$ cat config.mk
export PLATFORM = sky130hd
export DESIGN_NAME = filt_mac_seq_ctrl
export DESIGN_NICKNAME = d
export VERILOG_FILES = /design/src/rtl/filt_mac_pkg.sv /design/src/rtl/filt_mac_addr_gen.sv /design/src/rtl/filt_mac_seq_ctrl.sv
export SDC_FILE = /design/constraint.sdc
export NUM_CORES = 1
export LEC_CHECK = 0
export BUFFER_PORTS_ARGS = -buffer_cell sky130_fd_sc_hd__clkbuf_2
export CAP_MARGIN = 20
export CORE_AREA = 2 2 74 76
export CTS_BUF_LIST = sky130_fd_sc_hd__clkbuf_8
export CTS_CLUSTER_DIAMETER = 200
export DETAILED_ROUTE_END_ITERATION = 7
export DIE_AREA = 0 0 76 78
export GPL_TIMING_DRIVEN = 0
export HOLD_SLACK_MARGIN = 0.05
export PLACE_DENSITY = 0.75
export SYNTH_ARGS = -nofsm -noshare
export SYNTH_HDL_FRONTEND = slang
export SYNTH_SLANG_ARGS = --single-unit
$ cat constraint.sdc
create_clock -name i_clk -period 3.6 [get_ports i_clk]
set_clock_uncertainty 0.05 [all_clocks]
set_input_delay 0.18 -clock i_clk [delete_from_list [all_inputs] [get_ports i_clk]]
set_output_delay 0.18 -clock i_clk [all_outputs]
set_load 0.01 [all_outputs]
$ cat src/rtl/filt_mac_pkg.sv
// Shared definitions for the filt_mac FIR filter: sequencer states and
// helpers that derive the number of MAC operations per output sample.
package filt_mac_pkg;

   typedef enum logic [2:0] {
      IDLE  = 3'd0,
      LOAD  = 3'd1,
      MAC   = 3'd2,
      FLUSH = 3'd3,
      DONE  = 3'd4
   } t_seq_state;

   // Half of n, rounded up: an odd-length symmetric filter keeps its centre tap unpaired
   function automatic int f_div2(input int n);
      return (n + 32'sd1) / 32'sd2;
   endfunction

   // MAC operations per output sample: folded pairs when symmetric, one per tap otherwise
   function automatic int f_n_ops(input int l, input int symm);
      return (symm != 32'sd0) ? f_div2(l) : l;
   endfunction

endpackage

$ cat src/rtl/filt_mac_addr_gen.sv
// Combinational tap address generator for the circular delay line.
// Given the newest-sample pointer n and operation index k, it produces the
// newest-side address (n-k) mod L and, for symmetric filters, the
// oldest-side partner (n-(L-1-k)) mod L. The arithmetic is done on
// widened operands so lengths that are not a power of two wrap correctly.
module filt_mac_addr_gen
   import filt_mac_pkg::*;
#(
   parameter int gp_coeff_length = 17,
   parameter int gp_symm         = 1,
   parameter int AW              = 5,
   parameter int CW              = 4
) (
   input  logic [AW-1:0] n,
   input  logic [CW-1:0] k,
   output logic [AW-1:0] addr_a,
   output logic [AW-1:0] addr_b,
   output logic          pair_en
);

   localparam int            XW    = AW + 2;
   localparam logic [XW-1:0] L_X   = XW'(gp_coeff_length);
   localparam logic [XW-1:0] MID_X = XW'((gp_coeff_length - 1) / 2);
   localparam logic          L_ODD = ((gp_coeff_length % 2) == 1);

   logic [XW-1:0] n_x_s;
   logic [XW-1:0] k_x_s;

   assign n_x_s = XW'(n);
   assign k_x_s = XW'(k);

   // Reduce a value in [0, 2L) to [0, L)
   function automatic logic [AW-1:0] f_mod_l(input logic [XW-1:0] v);
      return (v >= L_X) ? AW'(v - L_X) : AW'(v);
   endfunction

   // Tap addresses and pre-adder pairing for the requested operation
   always_comb begin
      addr_a = f_mod_l(n_x_s + L_X - k_x_s);
      if (gp_symm != 0) begin
         // n-(L-1-k) mod L is the same as n+k+1 mod L
         addr_b  = f_mod_l(n_x_s + k_x_s + XW'(1));
         pair_en = !(L_ODD && (k_x_s == MID_X));
      end else begin
         addr_b  = f_mod_l(n_x_s + L_X - k_x_s);
         pair_en = 1'b0;
      end
   end

endmodule

$ cat src/rtl/filt_mac_seq_ctrl.sv
// Sequencer for the time-shared MAC datapath of the filt_mac FIR filter.
// One accepted sample runs LOAD (write into delay RAM), N_OPS MAC cycles,
// gp_mac_lat FLUSH cycles to drain the MAC pipeline, then DONE (output
// load plus done pulse). Every control output is a register; only o_rdy
// is decoded combinationally from state and i_ena.
module filt_mac_seq_ctrl
   import filt_mac_pkg::*;
#(
   parameter  int gp_coeff_length = 17,
   parameter  int gp_symm         = 1,
   parameter  int gp_mac_lat      = 2,
   localparam int N_OPS           = f_n_ops(gp_coeff_length, gp_symm),
   localparam int AW              = $clog2(gp_coeff_length),
   localparam int CW              = (N_OPS > 1) ? $clog2(N_OPS) : 1
) (
   input  logic          i_clk,
   input  logic          i_rst_an,
   input  logic          i_ena,
   input  logic          i_vld,
   input  logic          i_ovf_clr,
   output logic          o_rdy,
   output logic          o_wr_en,
   output logic [AW-1:0] o_wr_addr,
   output logic [AW-1:0] o_rd_addr_a,
   output logic [AW-1:0] o_rd_addr_b,
   output logic          o_pair_en,
   output logic [CW-1:0] o_coeff_addr,
   output logic          o_acc_clr,
   output logic          o_acc_en,
   output logic          o_oup_load,
   output logic          o_done,
   output logic          o_busy,
   output logic          o_ovf
);

   localparam int            FW      = (gp_mac_lat > 1) ? $clog2(gp_mac_lat) : 1;
   localparam logic [FW-1:0] FL_LAST = FW'((gp_mac_lat > 0) ? (gp_mac_lat - 1) : 0);
   localparam logic [CW-1:0] K_LAST  = CW'(N_OPS - 1);
   localparam logic [AW-1:0] WP_LAST = AW'(gp_coeff_length - 1);

   t_seq_state    state_r;
   logic [AW-1:0] wp_r;
   logic [AW-1:0] n_r;
   logic [CW-1:0] k_r;
   logic [FW-1:0] fl_r;
   logic [CW-1:0] k_nxt_s;
   logic [AW-1:0] addr_a_s;
   logic [AW-1:0] addr_b_s;
   logic          pair_en_s;
   logic          rdy_s;

   assign rdy_s = i_ena && ((state_r == IDLE) || (state_r == DONE));
   assign o_rdy = rdy_s;

   // Index of the MAC operation that the next cycle will perform
   always_comb begin
      if (state_r == LOAD) begin
         k_nxt_s = {CW{1'b0}};
      end else begin
         k_nxt_s = k_r + CW'(1);
      end
   end

   filt_mac_addr_gen #(
      .gp_coeff_length (gp_coeff_length),
      .gp_symm         (gp_symm),
      .AW              (AW),
      .CW              (CW)
   ) u_addr_gen (
      .n       (n_r),
      .k       (k_nxt_s),
      .addr_a  (addr_a_s),
      .addr_b  (addr_b_s),
      .pair_en (pair_en_s)
   );

   // Sequencer FSM, pointers, overflow flag and registered control outputs
   always_ff @(posedge i_clk or negedge i_rst_an) begin
      if (!i_rst_an) begin
         state_r      <= IDLE;
         wp_r         <= {AW{1'b0}};
         n_r          <= {AW{1'b0}};
         k_r          <= {CW{1'b0}};
         fl_r         <= {FW{1'b0}};
         o_wr_en      <= 1'b0;
         o_wr_addr    <= {AW{1'b0}};
         o_rd_addr_a  <= {AW{1'b0}};
         o_rd_addr_b  <= {AW{1'b0}};
         o_pair_en    <= 1'b0;
         o_coeff_addr <= {CW{1'b0}};
         o_acc_clr    <= 1'b0;
         o_acc_en     <= 1'b0;
         o_oup_load   <= 1'b0;
         o_done       <= 1'b0;
         o_busy       <= 1'b0;
         o_ovf        <= 1'b0;
      end else begin
         // A sample that cannot be taken is dropped; set beats clear
         if (i_ena && i_vld && !rdy_s) begin
            o_ovf <= 1'b1;
         end else if (i_ovf_clr) begin
            o_ovf <= 1'b0;
         end else begin
            o_ovf <= o_ovf;
         end

         o_wr_en      <= 1'b0;
         o_wr_addr    <= {AW{1'b0}};
         o_rd_addr_a  <= {AW{1'b0}};
         o_rd_addr_b  <= {AW{1'b0}};
         o_pair_en    <= 1'b0;
         o_coeff_addr <= {CW{1'b0}};
         o_acc_clr    <= 1'b0;
         o_acc_en     <= 1'b0;
         o_oup_load   <= 1'b0;
         o_done       <= 1'b0;
         o_busy       <= 1'b0;

         if (!i_ena) begin
            // Abort: the write pointer survives so the delay line stays coherent
            state_r <= IDLE;
            k_r     <= {CW{1'b0}};
            fl_r    <= {FW{1'b0}};
         end else begin
            case (state_r)
               IDLE, DONE: begin
                  if (i_vld) begin
                     state_r   <= LOAD;
                     n_r       <= wp_r;
                     wp_r      <= (wp_r == WP_LAST) ? {AW{1'b0}} : (wp_r + AW'(1));
                     o_wr_en   <= 1'b1;
                     o_wr_addr <= wp_r;
                     o_busy    <= 1'b1;
                  end else begin
                     state_r <= IDLE;
                  end
               end
               LOAD: begin
                  state_r      <= MAC;
                  k_r          <= k_nxt_s;
                  o_rd_addr_a  <= addr_a_s;
                  o_rd_addr_b  <= addr_b_s;
                  o_pair_en    <= pair_en_s;
                  o_coeff_addr <= k_nxt_s;
                  o_acc_clr    <= 1'b1;
                  o_acc_en     <= 1'b1;
                  o_busy       <= 1'b1;
               end
               MAC: begin
                  if (k_r == K_LAST) begin
                     k_r <= {CW{1'b0}};
                     if (gp_mac_lat == 0) begin
                        state_r    <= DONE;
                        o_oup_load <= 1'b1;
                        o_done     <= 1'b1;
                     end else begin
                        state_r <= FLUSH;
                        fl_r    <= {FW{1'b0}};
                        o_busy  <= 1'b1;
                     end
                  end else begin
                     state_r      <= MAC;
                     k_r          <= k_nxt_s;
                     o_rd_addr_a  <= addr_a_s;
                     o_rd_addr_b  <= addr_b_s;
                     o_pair_en    <= pair_en_s;
                     o_coeff_addr <= k_nxt_s;
                     o_acc_en     <= 1'b1;
                     o_busy       <= 1'b1;
                  end
               end
               FLUSH: begin
                  if (fl_r == FL_LAST) begin
                     state_r    <= DONE;
                     fl_r       <= {FW{1'b0}};
                     o_oup_load <= 1'b1;
                     o_done     <= 1'b1;
                  end else begin
                     state_r <= FLUSH;
                     fl_r    <= fl_r + FW'(1);
                     o_busy  <= 1'b1;
                  end
               end
               default: begin
                  state_r <= IDLE;
               end
            endcase
         end
      end
   end

endmodule

# Yosys cells after proc, flatten, opt, wreduce, memory -nomap -nowiden

Cells that the tools add are included.

Flip-flop bits (word level): 44

Reduce and logical (&&, ||, !) cells: 12
Mux-type cells: 46
Eq/ne operators: 10
Add/sub/neg operators: 9
$lt $le $gt $ge: 2

Operators by type and width:

| kind                                                               | count |
|---|---|
| 2-to-1 mux 5 bit                                                   | 10 |
| 2-to-1 mux 1 bit                                                   | 21 |
| case mux 5 bit (2 select lines)                                    | 2 |
| 2-to-1 mux 4 bit                                                   | 4 |
| case mux 4 bit (2 select lines)                                    | 2 |
| greater-or-equal comparator 7 x 5 -> 1 bit (second input constant) | 2 |
| case mux 3 bit (4 select lines)                                    | 1 |
| subtractor 5 bit (second input constant)                           | 2 |
| equality test 4 bit (second input constant)                        | 2 |
| adder 6 x 1 -> 7 bit (second input constant)                       | 1 |
| subtractor 6 x 4 -> 7 bit                                          | 1 |
| adder 5 x 4 -> 6 bit                                               | 1 |
| adder 5 x 5 -> 6 bit (second input constant)                       | 1 |
| equality test 3 x 2 -> 1 bit (second input constant)               | 2 |
| 2-to-1 mux 3 bit                                                   | 2 |
| inequality test 3 x 1 -> 1 bit (second input constant)             | 2 |
| case mux 1 bit (2 select lines)                                    | 3 |
| adder 5 x 1 -> 5 bit (second input constant)                       | 1 |
| equality test 5 bit (second input constant)                        | 1 |
| adder 4 x 1 -> 4 bit (second input constant)                       | 1 |
| OR reduction 2 bit                                                 | 2 |
| equality test 3 x 1 -> 1 bit (second input constant)               | 1 |
| equality test 3 bit (second input constant)                        | 1 |
| logical AND 1 bit                                                  | 3 |
| 9 further kinds                                                    | 10 |

# Longest topological paths before layout

Gate-level depths: netlist (run 1).

Depth after elaboration: 9
Depth in mapped cells: 15
Gate-level depth less buffers: 13

# By module

A second synthesis (run 1) with hierarchy kept.

Cell total of the unflattened synthesis: 272
Area, all modules: 2,732.6 µm²

By module, submodules not included:

| module            | seq. area each (µm²) | cells an instance | area each (µm²) | times used |
|---|---|---|---|---|
| filt_mac_seq_ctrl | 1,101.1              | 149               | 1,803.0         | 1 |
| filt_mac_addr_gen | 0.0                  | 123               | 929.6           | 1 |

# Worst setup path after synthesis (run 1)

No wires, ideal clock.

Kind: reg2reg
Start: register state_r[0]
End: register o_rd_addr_a[3]
Setup slack: 0.256 ns
Required time: 3.477 ns
Stages on the path, launching flop included: 16
Period minus slack after synthesis: 3.344 ns
Buffers on the path: 2
Arrival: 3.221 ns
Path through: dfrtp_1 -> clkbuf_1 -> inv_2 -> nor3_1 -> nor2b_1 -> ha_1 -> inv_1 -> ha_1 -> inv_1 -> fa_1 -> nand3b_1 -> or3b_1 -> a311o_1 -> buf_6 -> a41o_1 -> a21oi_2

Cells in the longest elaborated chain, start to end: 8

RTL lines:

| item                                                                                  | RTL line                                          | RTL |
|---|---|---|
| from (decl)                                                                           | filt_mac_seq_ctrl.sv:41                           | `t_seq_state state_r;` |
| from (signal assigned)                                                                | filt_mac_seq_ctrl.sv:80                           | `state_r <= IDLE;` |
| from (signal assigned)                                                                | filt_mac_seq_ctrl.sv:121                          | `state_r <= IDLE;` |
| from (signal assigned)                                                                | filt_mac_seq_ctrl.sv:128                          | `state_r <= LOAD;` |
| equality test 3 x 1 -> 1 bit                                                          | filt_mac_seq_ctrl.sv:57, filt_mac_seq_ctrl.sv:125 |  |
| 2-to-1 mux 4 bit                                                                      | filt_mac_seq_ctrl.sv:57                           | `if (state_r == LOAD) begin` |
| subtractor 6 x 4 -> 7 bit                                                             | --                                                |  |
| greater-or-equal comparator 7 x 5 -> 1 bit / subtractor 5 bit (equally long branches) | --                                                |  |
| 2-to-1 mux 5 bit                                                                      | filt_mac_addr_gen.sv:34                           | `return (v >= L_X) ? AW'(v - L_X) : AW'(v);` |
| 2-to-1 mux 5 bit                                                                      | filt_mac_seq_ctrl.sv:150                          | `if (k_r == K_LAST) begin` |
| case mux 5 bit (2 select lines) (*)                                                   | filt_mac_seq_ctrl.sv:125                          | `case (state_r)` |
| 2-to-1 mux 5 bit (*)                                                                  | filt_mac_seq_ctrl.sv:119                          | `if (!i_ena) begin` |
| to (signal assigned)                                                                  | filt_mac_seq_ctrl.sv:109                          | `o_rd_addr_a <= {AW{1'b0}};` |
| to (signal assigned)                                                                  | filt_mac_seq_ctrl.sv:141                          | `o_rd_addr_a <= addr_a_s;` |
| to (signal assigned)                                                                  | filt_mac_seq_ctrl.sv:164                          | `o_rd_addr_a <= addr_a_s;` |
| to (decl)                                                                             | filt_mac_seq_ctrl.sv:24                           | `output logic [AW-1:0] o_rd_addr_a,` |

Every way passes the cells marked *; elsewhere a longest branch is shown, timed or not.
A chain may end at the register's enable or synchronous reset.

# Final worst setup path (run 1)

Start: register k_r[0]
End: register o_rd_addr_a[3]

Cells in the longest elaborated chain, start to end: 8

RTL lines:

| item                                                                                  | RTL line                 | RTL |
|---|---|---|
| from (decl)                                                                           | filt_mac_seq_ctrl.sv:44  | `logic [CW-1:0] k_r;` |
| from (signal assigned)                                                                | filt_mac_seq_ctrl.sv:83  | `k_r <= {CW{1'b0}};` |
| from (signal assigned)                                                                | filt_mac_seq_ctrl.sv:122 | `k_r <= {CW{1'b0}};` |
| from (signal assigned)                                                                | filt_mac_seq_ctrl.sv:140 | `k_r <= k_nxt_s;` |
| adder 4 x 1 -> 4 bit                                                                  | filt_mac_seq_ctrl.sv:60  | `k_nxt_s = k_r + CW'(1);` |
| 2-to-1 mux 4 bit                                                                      | filt_mac_seq_ctrl.sv:57  |  |
| subtractor 6 x 4 -> 7 bit                                                             | --                       |  |
| greater-or-equal comparator 7 x 5 -> 1 bit / subtractor 5 bit (equally long branches) | --                       |  |
| 2-to-1 mux 5 bit                                                                      | filt_mac_addr_gen.sv:34  |  |
| 2-to-1 mux 5 bit                                                                      | filt_mac_seq_ctrl.sv:150 |  |
| case mux 5 bit (2 select lines) (*)                                                   | filt_mac_seq_ctrl.sv:125 |  |
| 2-to-1 mux 5 bit (*)                                                                  | filt_mac_seq_ctrl.sv:119 |  |

Marked as above.

==> results of run 1 <==
[where the power goes]
part | leakage, nW | total (mW) | internal (mW) | switching, mW
Clock | 0.0593 | 0.365 | 0.203 | 0.162
Sequential | 0.591 | 0.625 | 0.567 | 0.0578
Combinational | 0.906 | 0.935 | 0.438 | 0.497
[cell families (layout without fill, tap and decap cells)]
group | Yosys count | count (layout) | share of synthesized area [%]
compound gates | 48 | 48 | 15.8
xor+xnor | 8 | 8 | 2.80
fa+ha+maj | 22 | 22 | 11.6
buf+inv | 30 | 72 | 5.29
flops | 44 | 44 | 43.9
mux | 4 | 4 | 1.85
simple gates | 84 | 84 | 18.8
[flip-flops by register name, summed over array words and instances (netlist names), 3 cells and up]
signal        flops
o_rd_addr_a       5
state_r           3
o_wr_addr         5
n_r               5
o_rd_addr_b       5
k_r               4
o_coeff_addr      4
wp_r              5
[worst min-delay path, stage by stage]
cell and delay (ns):
clkbuf_2 0.09, nand2_1 0.05, o22ai_1 0.07
[cell usage after synthesis, drive strengths merged, types with 2 or more instances]
master,count,area [um2]
a211o,2,18.8
a21o,13,97.6
a21oi,7,38.8
a22o,2,17.5
a311oi,2,35.0
a31oi,2,18.8
a32oi,2,17.5
and2,5,31.3
and3,2,12.5
buf,4,35.0
clkbuf,4,15.0
dfrtp,44,1100
fa,2,40.0
ha,20,250
inv,22,82.6
mux2,2,26.3
mux2i,2,20.0
nand2,8,30.0
nand2b,2,12.5
nand3,15,75.1
nand3b,5,37.5
nor2,21,81.3
nor2b,4,25.0
nor3,7,35.0
nor4bb,2,20.0
o2111ai,2,17.5
o21a,2,15.0
o21ai,2,10.0
o21ba,2,20.0
or2,4,25.0
or3,2,17.5
xnor2,4,35.0
xor2,4,35.0
[cell type report]
class                           count  area [um2]  share of cell area [%]
Inverter                           22        82.6                    2.80
Buffer                              6        42.5                    1.44
Sequential cell                    44        1100                    37.4
Clock buffer                        5        68.8                    2.33
Multi-Input combinational cell    166        1320                    44.5
Tap cell                           70        87.6                    2.96
Clock inverter                      3        38.8                    1.31
Timing Repair Buffer               36         215                    7.29
[path summary, 6_finish.rpt]
kind,end,depth (start not counted)
min in group asynchronous,o_rd_addr_b[3]$_DFF_PN0_,2
worst max register to register,o_rd_addr_a[3]$_DFF_PN0_,13
worst min register to register,n_r[1]$_DFFE_PN0P_,1
max in group asynchronous,o_acc_clr$_DFF_PN0_,3
worst min-delay path,o_ovf$_DFFE_PN0P_,3
worst max-delay path,o_rd_addr_a[3]$_DFF_PN0_,13
[metrics by stage]
stage          cell area [um2]  utilization, %  setup WS, ns  setup TNS (ns)
6_report                  2950            58.6         0.142               0
3_3_place_gp              2750            54.6       -0.0757         -0.0856
2_1_floorplan             2510               -         0.256               0
4_1_cts                   2870            57.0        0.0109               0
5_1_grt                   2950            58.6       0.00552               0
3_5_place_dp              2750            54.6        -0.140          -0.373
[repair_timing]
action / CTS / global route
setup buffers: 0 / 1
hold endpoints to repair: 1 / 21
resized for setup: 1 / 7
endpoints found under the setup margin: 5 / 5
pin swaps: 0 / 0
hold buffers: 1 / 1
[metal layers]
metal / part of all wire (%) / vias to the layer above / routed length (um)
met5: 0 / - / 0
met4: 1.8 / 0 / 85
met3: 4.1 / 8 / 191
met2: 51 / 38 / 2400
met1: 43 / 898 / 2040
li1: - / 920 / -
==> impl_metrics.tcl, run 1 <==
set metrics [dict create \
    status "finished clean" \
    clk_pin_slew_ns 0.08 \
    place_congestion 0.832 \
    mostFrequentLayoutCell "dfrtp_1" \
    cts.sinks 44 \
    syn_area_um2 2510 \
    end_kind "flop" \
    cp_common_cell "buf_6" \
    fin_crit_sh_pct 96.1 \
    synth_nets 267 \
    leakagePower_nw 1.56 \
    initial_core_util_pct 49.7 \
    setup_viol 0 \
    max_freq_mhz 289 \
    crit_start "k_r[0]$_DFFE_PN0P_" \
    core_area_um2 5040 \
    dieArea_um2 5930 \
    cp_max_fo 10 \
    ctsHtreeMaxLevel 2 \
    hold_violations 0 \
    ys_seq_elements 44 \
    finalPower_mw 1.93 \
    ant_nets 0 \
    path_cells "ha_1 > xor2_1 > nand2b_1 > ha_4 > buf_6 > inv_1 > fa_2 > nand3b_1 > or3b_1 > a311o_1 > buf_6 > a41o_1 > a21oi_2" \
    cts_tree "done" \
    drv_slew 0 \
    grt.met2_usage_pct 30.1 \
    start_kind "flop" \
    dp_cells 342 \
    synth-async-reset-ratio_pct 100 \
    synthCells 240 \
    cap_viol_max_count 0 \
    holdCritStartpoint "i_vld" \
    fin_cells 352 \
    grt_usage_pct 16.9 \
    grt_use_met3_pct 4.07 \
    hpwl_mm 3.45 \
    cts_made_buffers 5 \
    syn_avg_cell_area_um2 10.4 \
    portBuffers 32 \
    num_rows 26 \
    ys_seq_area_share_pct 43.9 \
    ys_warn_count 0 \
    pin_count 33 \
    vias 1864 \
    cp_top_family "adder cells" \
    area_growth_pct 17.9 \
    grt_start_max_net_pins 45 \
    dr.pass1.iters 4 \
    grtUsageMet1_pct 19.6 \
    ir_worst_vdd_v 0.000353 \
    grt_pass1_vias 1854 \
    rsz0062_at_grt "no" \
    route.detailed.drc 0 \
    tightestPinTransition_ns 0.590 \
    synthFlopType "dfrtp_1" \
    cp.arrival_ns 3.64 \
    root_buffer "clkbuf_8" \
    crit_buf_inv 3 \
    power.density_nw_per_um2 652 \
    antenna_cells 0 \
    die_width_um 76 \
    die_h_um 78 \
    crit_required_ns 3.78 \
    slowest_delay_ns 0.61 \
    critPathKind "reg2reg" \
    drt_iter0_markers 96 \
    overflow 0 \
    grt_pass1_wl_mm 8.06 \
    fill_cells 449 \
    cts_buffer_depth 2 \
    fin_crit_ns 3.46 \
    grt.busiest_layer "met2" \
    ff2ff_setup_slack_ns 0.14 \
    critPathSlowestCell "fa_2" \
    whs_ns 0.0774 \
    synth_cell_types 61 \
    antenna_found_initial 0 \
    routedWlPerCell_um 13.4 \
    drt-total-wl_mm 4.71 \
    r2r_start "k_r[0]$_DFFE_PN0P_" \
    slew-limit-headroom_pct 60.7 \
    final_cell_mix "42 x dfrtp_1, 32 x clkbuf_2, 21 x inv_1" \
    hp-class "in2reg" \
    clk_latency_ns 0.30 \
    synth_edf_count 0 \
    final_nets 308 \
    drive_above_1_share_pct 25.5 \
    viasPerCell 5.30 \
]
(Power assumes the default switching activity.)
==> inputs of run 2 (changes only) <==
Settings changed: PLACE_DENSITY 0.75 to 0.69.
==> run 2 against run 1 <==
Net effect:
- sequential share of layout area hardly changed
- combinational power is 0.4% higher
- critical endpoint unchanged
- register-to-register slack hardly changed
- power is 1.7% lower
- die area stayed put
- hold slack worse by 0.00081 ns
- flip-flop and latch count stayed put
- largest cell class unchanged
- core utilization hardly changed
- critical path depth stayed put
==> impl_metrics.tcl, run 2 (same netlist as run 1, synthesis figures left out) <==
set metrics [dict create \
    critPathKind "reg2reg" \
    cp_common_cell "buf_6" \
    rsz0062_at_grt "no" \
    grt_start_max_net_pins 45 \
    area_growth_pct 17.8 \
    whs_endpoint "o_ovf$_DFFE_PN0P_" \
    whs_ns 0.0766 \
    ff2ff_setup_slack_ns 0.14 \
    num_rows 26 \
    p_int_mw 1.16 \
    tightestPinTransition_ns 0.534 \
    clk_latency_ns 0.30 \
    mostFrequentLayoutCell "dfrtp_1" \
    max_freq_mhz 289 \
    crit_required_ns 3.78 \
    fin_cells 353 \
    grt_pass1_wl_mm 8.02 \
    portBuffers 32 \
    grt_pass1_vias 1801 \
    final_cell_mix "42 x dfrtp_1, 32 x clkbuf_2, 20 x inv_1, 20 x nor2_1, 18 x ha_1" \
    vias 1857 \
    hp-class "in2reg" \
    drt-total-wl_mm 4.66 \
    final_core_util_pct 58.5 \
    final_nets 309 \
    swShare_pct 38.6 \
    status "finished clean" \
    power.switching_mw 0.731 \
    grt_use_met3_pct 3.95 \
    end_kind "flop" \
    path_cells "ha_1 > xor2_1 > nand2b_1 > ha_4 > buf_6 > inv_1 > fa_2 > nand3b_1 > or3b_1 > a311o_1 > buf_6 > a41o_1 > a21oi_2" \
    viasPerCell 5.26 \
    hold_violations 0 \
    die_width_um 76 \
    worstHoldPathCells 3 \
    fin_crit_sh_pct 96.1 \
    clk_pin_slew_ns 0.08 \
    drt_iter0_markers 48 \
    reg2reg_to "o_rd_addr_a[3]$_DFF_PN0_" \
    grtUsageMet1_pct 21.0 \
    dieArea_um2 5930 \
    crit_buf_inv 3 \
    setup_viol 0 \
    start_kind "flop" \
    power.density_nw_per_um2 642 \
    tns_ns 0 \
    root_buffer "clkbuf_8" \
    ir_worst_vdd_v 0.000299 \
    cp_top_family "adder cells" \
    routedWlPerCell_um 13.2 \
    antenna_cells 0 \
    cts_tree "done" \
    antenna_found_initial 0 \
    cp_max_fo 10 \
    holdCritStartpoint "i_vld" \
    fin_crit_ns 3.46 \
    p_comb_share_pct 49.6 \
    slew-limit-headroom_pct 64.4 \
    route.detailed.drc 0 \
    hpwl_mm 3.34 \
    r2r_cells 13 \
    cts_made_buffers 5 \
    grt.busiest_layer "met2" \
    clockPowerShare_pct 17.3 \
    leakagePower_nw 1.54 \
    drive_above_1_share_pct 26.1 \
    place_congestion 0.824 \
    cts.sinks 44 \
    grt_usage_pct 16.7 \
    cap_viol_max_count 0 \
    dr.pass1.iters 4 \
    ant_nets 0 \
    grt.met2_usage_pct 27.9 \
    pin_count 33 \
    dp_cells 342 \
    cts_buffer_depth 2 \
    r2r_start "k_r[0]$_DFFE_PN0P_" \
    core_area_um2 5040 \
    overflow 0 \
    die_h_um 78 \
    critPathSlowestCell "fa_2" \
    slowest_delay_ns 0.61 \
    initial_core_util_pct 49.7 \
    cp.arrival_ns 3.64 \
    drv_slew 0 \
    pwr-share-seq_pct 33.1 \
    finalPower_mw 1.89 \
    ctsHtreeMaxLevel 2 \
]
-- run 2: how the worst max path moves through the flow --
stage                    startpoint                  endpoint  slack, ns  cells after the start
2_1_floorplan  state_r[0]$_DFF_PN0_  o_rd_addr_a[3]$_DFF_PN0_       0.26                     15
3_3_place_gp   state_r[0]$_DFF_PN0_  o_rd_addr_a[3]$_DFF_PN0_      -0.10                     15
3_5_place_dp   state_r[0]$_DFF_PN0_  o_rd_addr_a[3]$_DFF_PN0_      -0.17                     15
4_1_cts        state_r[1]$_DFF_PN0_  o_rd_addr_a[3]$_DFF_PN0_       0.02                     13
5_1_grt          k_r[0]$_DFFE_PN0P_  o_rd_addr_a[3]$_DFF_PN0_      0.004                     12
6_report         k_r[0]$_DFFE_PN0P_  o_rd_addr_a[3]$_DFF_PN0_       0.14                     13
-- run 2: layout make-up --
class / count / area, um2
multi-input combinational: 166 / 1320
clock inverter: 2 / 15.0
tap: 70 / 87.6
fill: 424 / 2090
inverter: 22 / 82.6
sequential: 44 / 1100
buffer: 6 / 42.5
clock buffer: 6 / 82.6
timing repair buffer: 37 / 223
-- run 2: per-layer routing --
| layer | routed length [um] | up-vias |
|---|---|---|
| li1 | - | 925 |
| met2 | 2180 | 39 |
| met1 | 2190 | 880 |
| met4 | 105 | 0 |
| met5 | 0 | - |
| met3 | 183 | 13 |
-- run 2: per-stage QoR --
step                area, um2  setup slack [ns]
floorplan                2510             0.256
global placement         2750            -0.101
detailed placement       2750            -0.173
CTS                      2860            0.0166
global route             2950           0.00354
finish                   2950             0.141
-- run 2: worst register-to-register path: cells and delay by family, from the launching register on --
| family | cells | cell delay [ns] |
|---|---|---|
| adders and majority gates | 3 | 1.15 |
| AOI/OAI and AO/OA | 3 | 0.65 |
| and+or+nand+nor | 3 | 0.64 |
| DFF | 1 | 0.44 |
| buffers and inverters | 3 | 0.35 |
| xor gates and xnor gates | 1 | 0.12 |
-- run 2: power groups by stage --
stage               registers (mW)  clock network [mW]  logic (mW)
finish                       0.627               0.328       0.939
global route                 0.635               0.366        1.04
CTS                          0.621               0.344       0.896
detailed placement           0.628                   0       0.890
global placement             0.626                   0       0.878
floorplan                    0.636                   0       0.701
-- run 2: what timing repair did --
| action | in CTS | in global routing |
|---|---|---|
| buffers inserted | 0 | 2 |
| endpoints found under the setup margin | 5 | 5 |
| gates resized for setup | 1 | 7 |
| hold buffers | 1 | 1 |
| endpoints found under the hold margin | 1 | 19 |
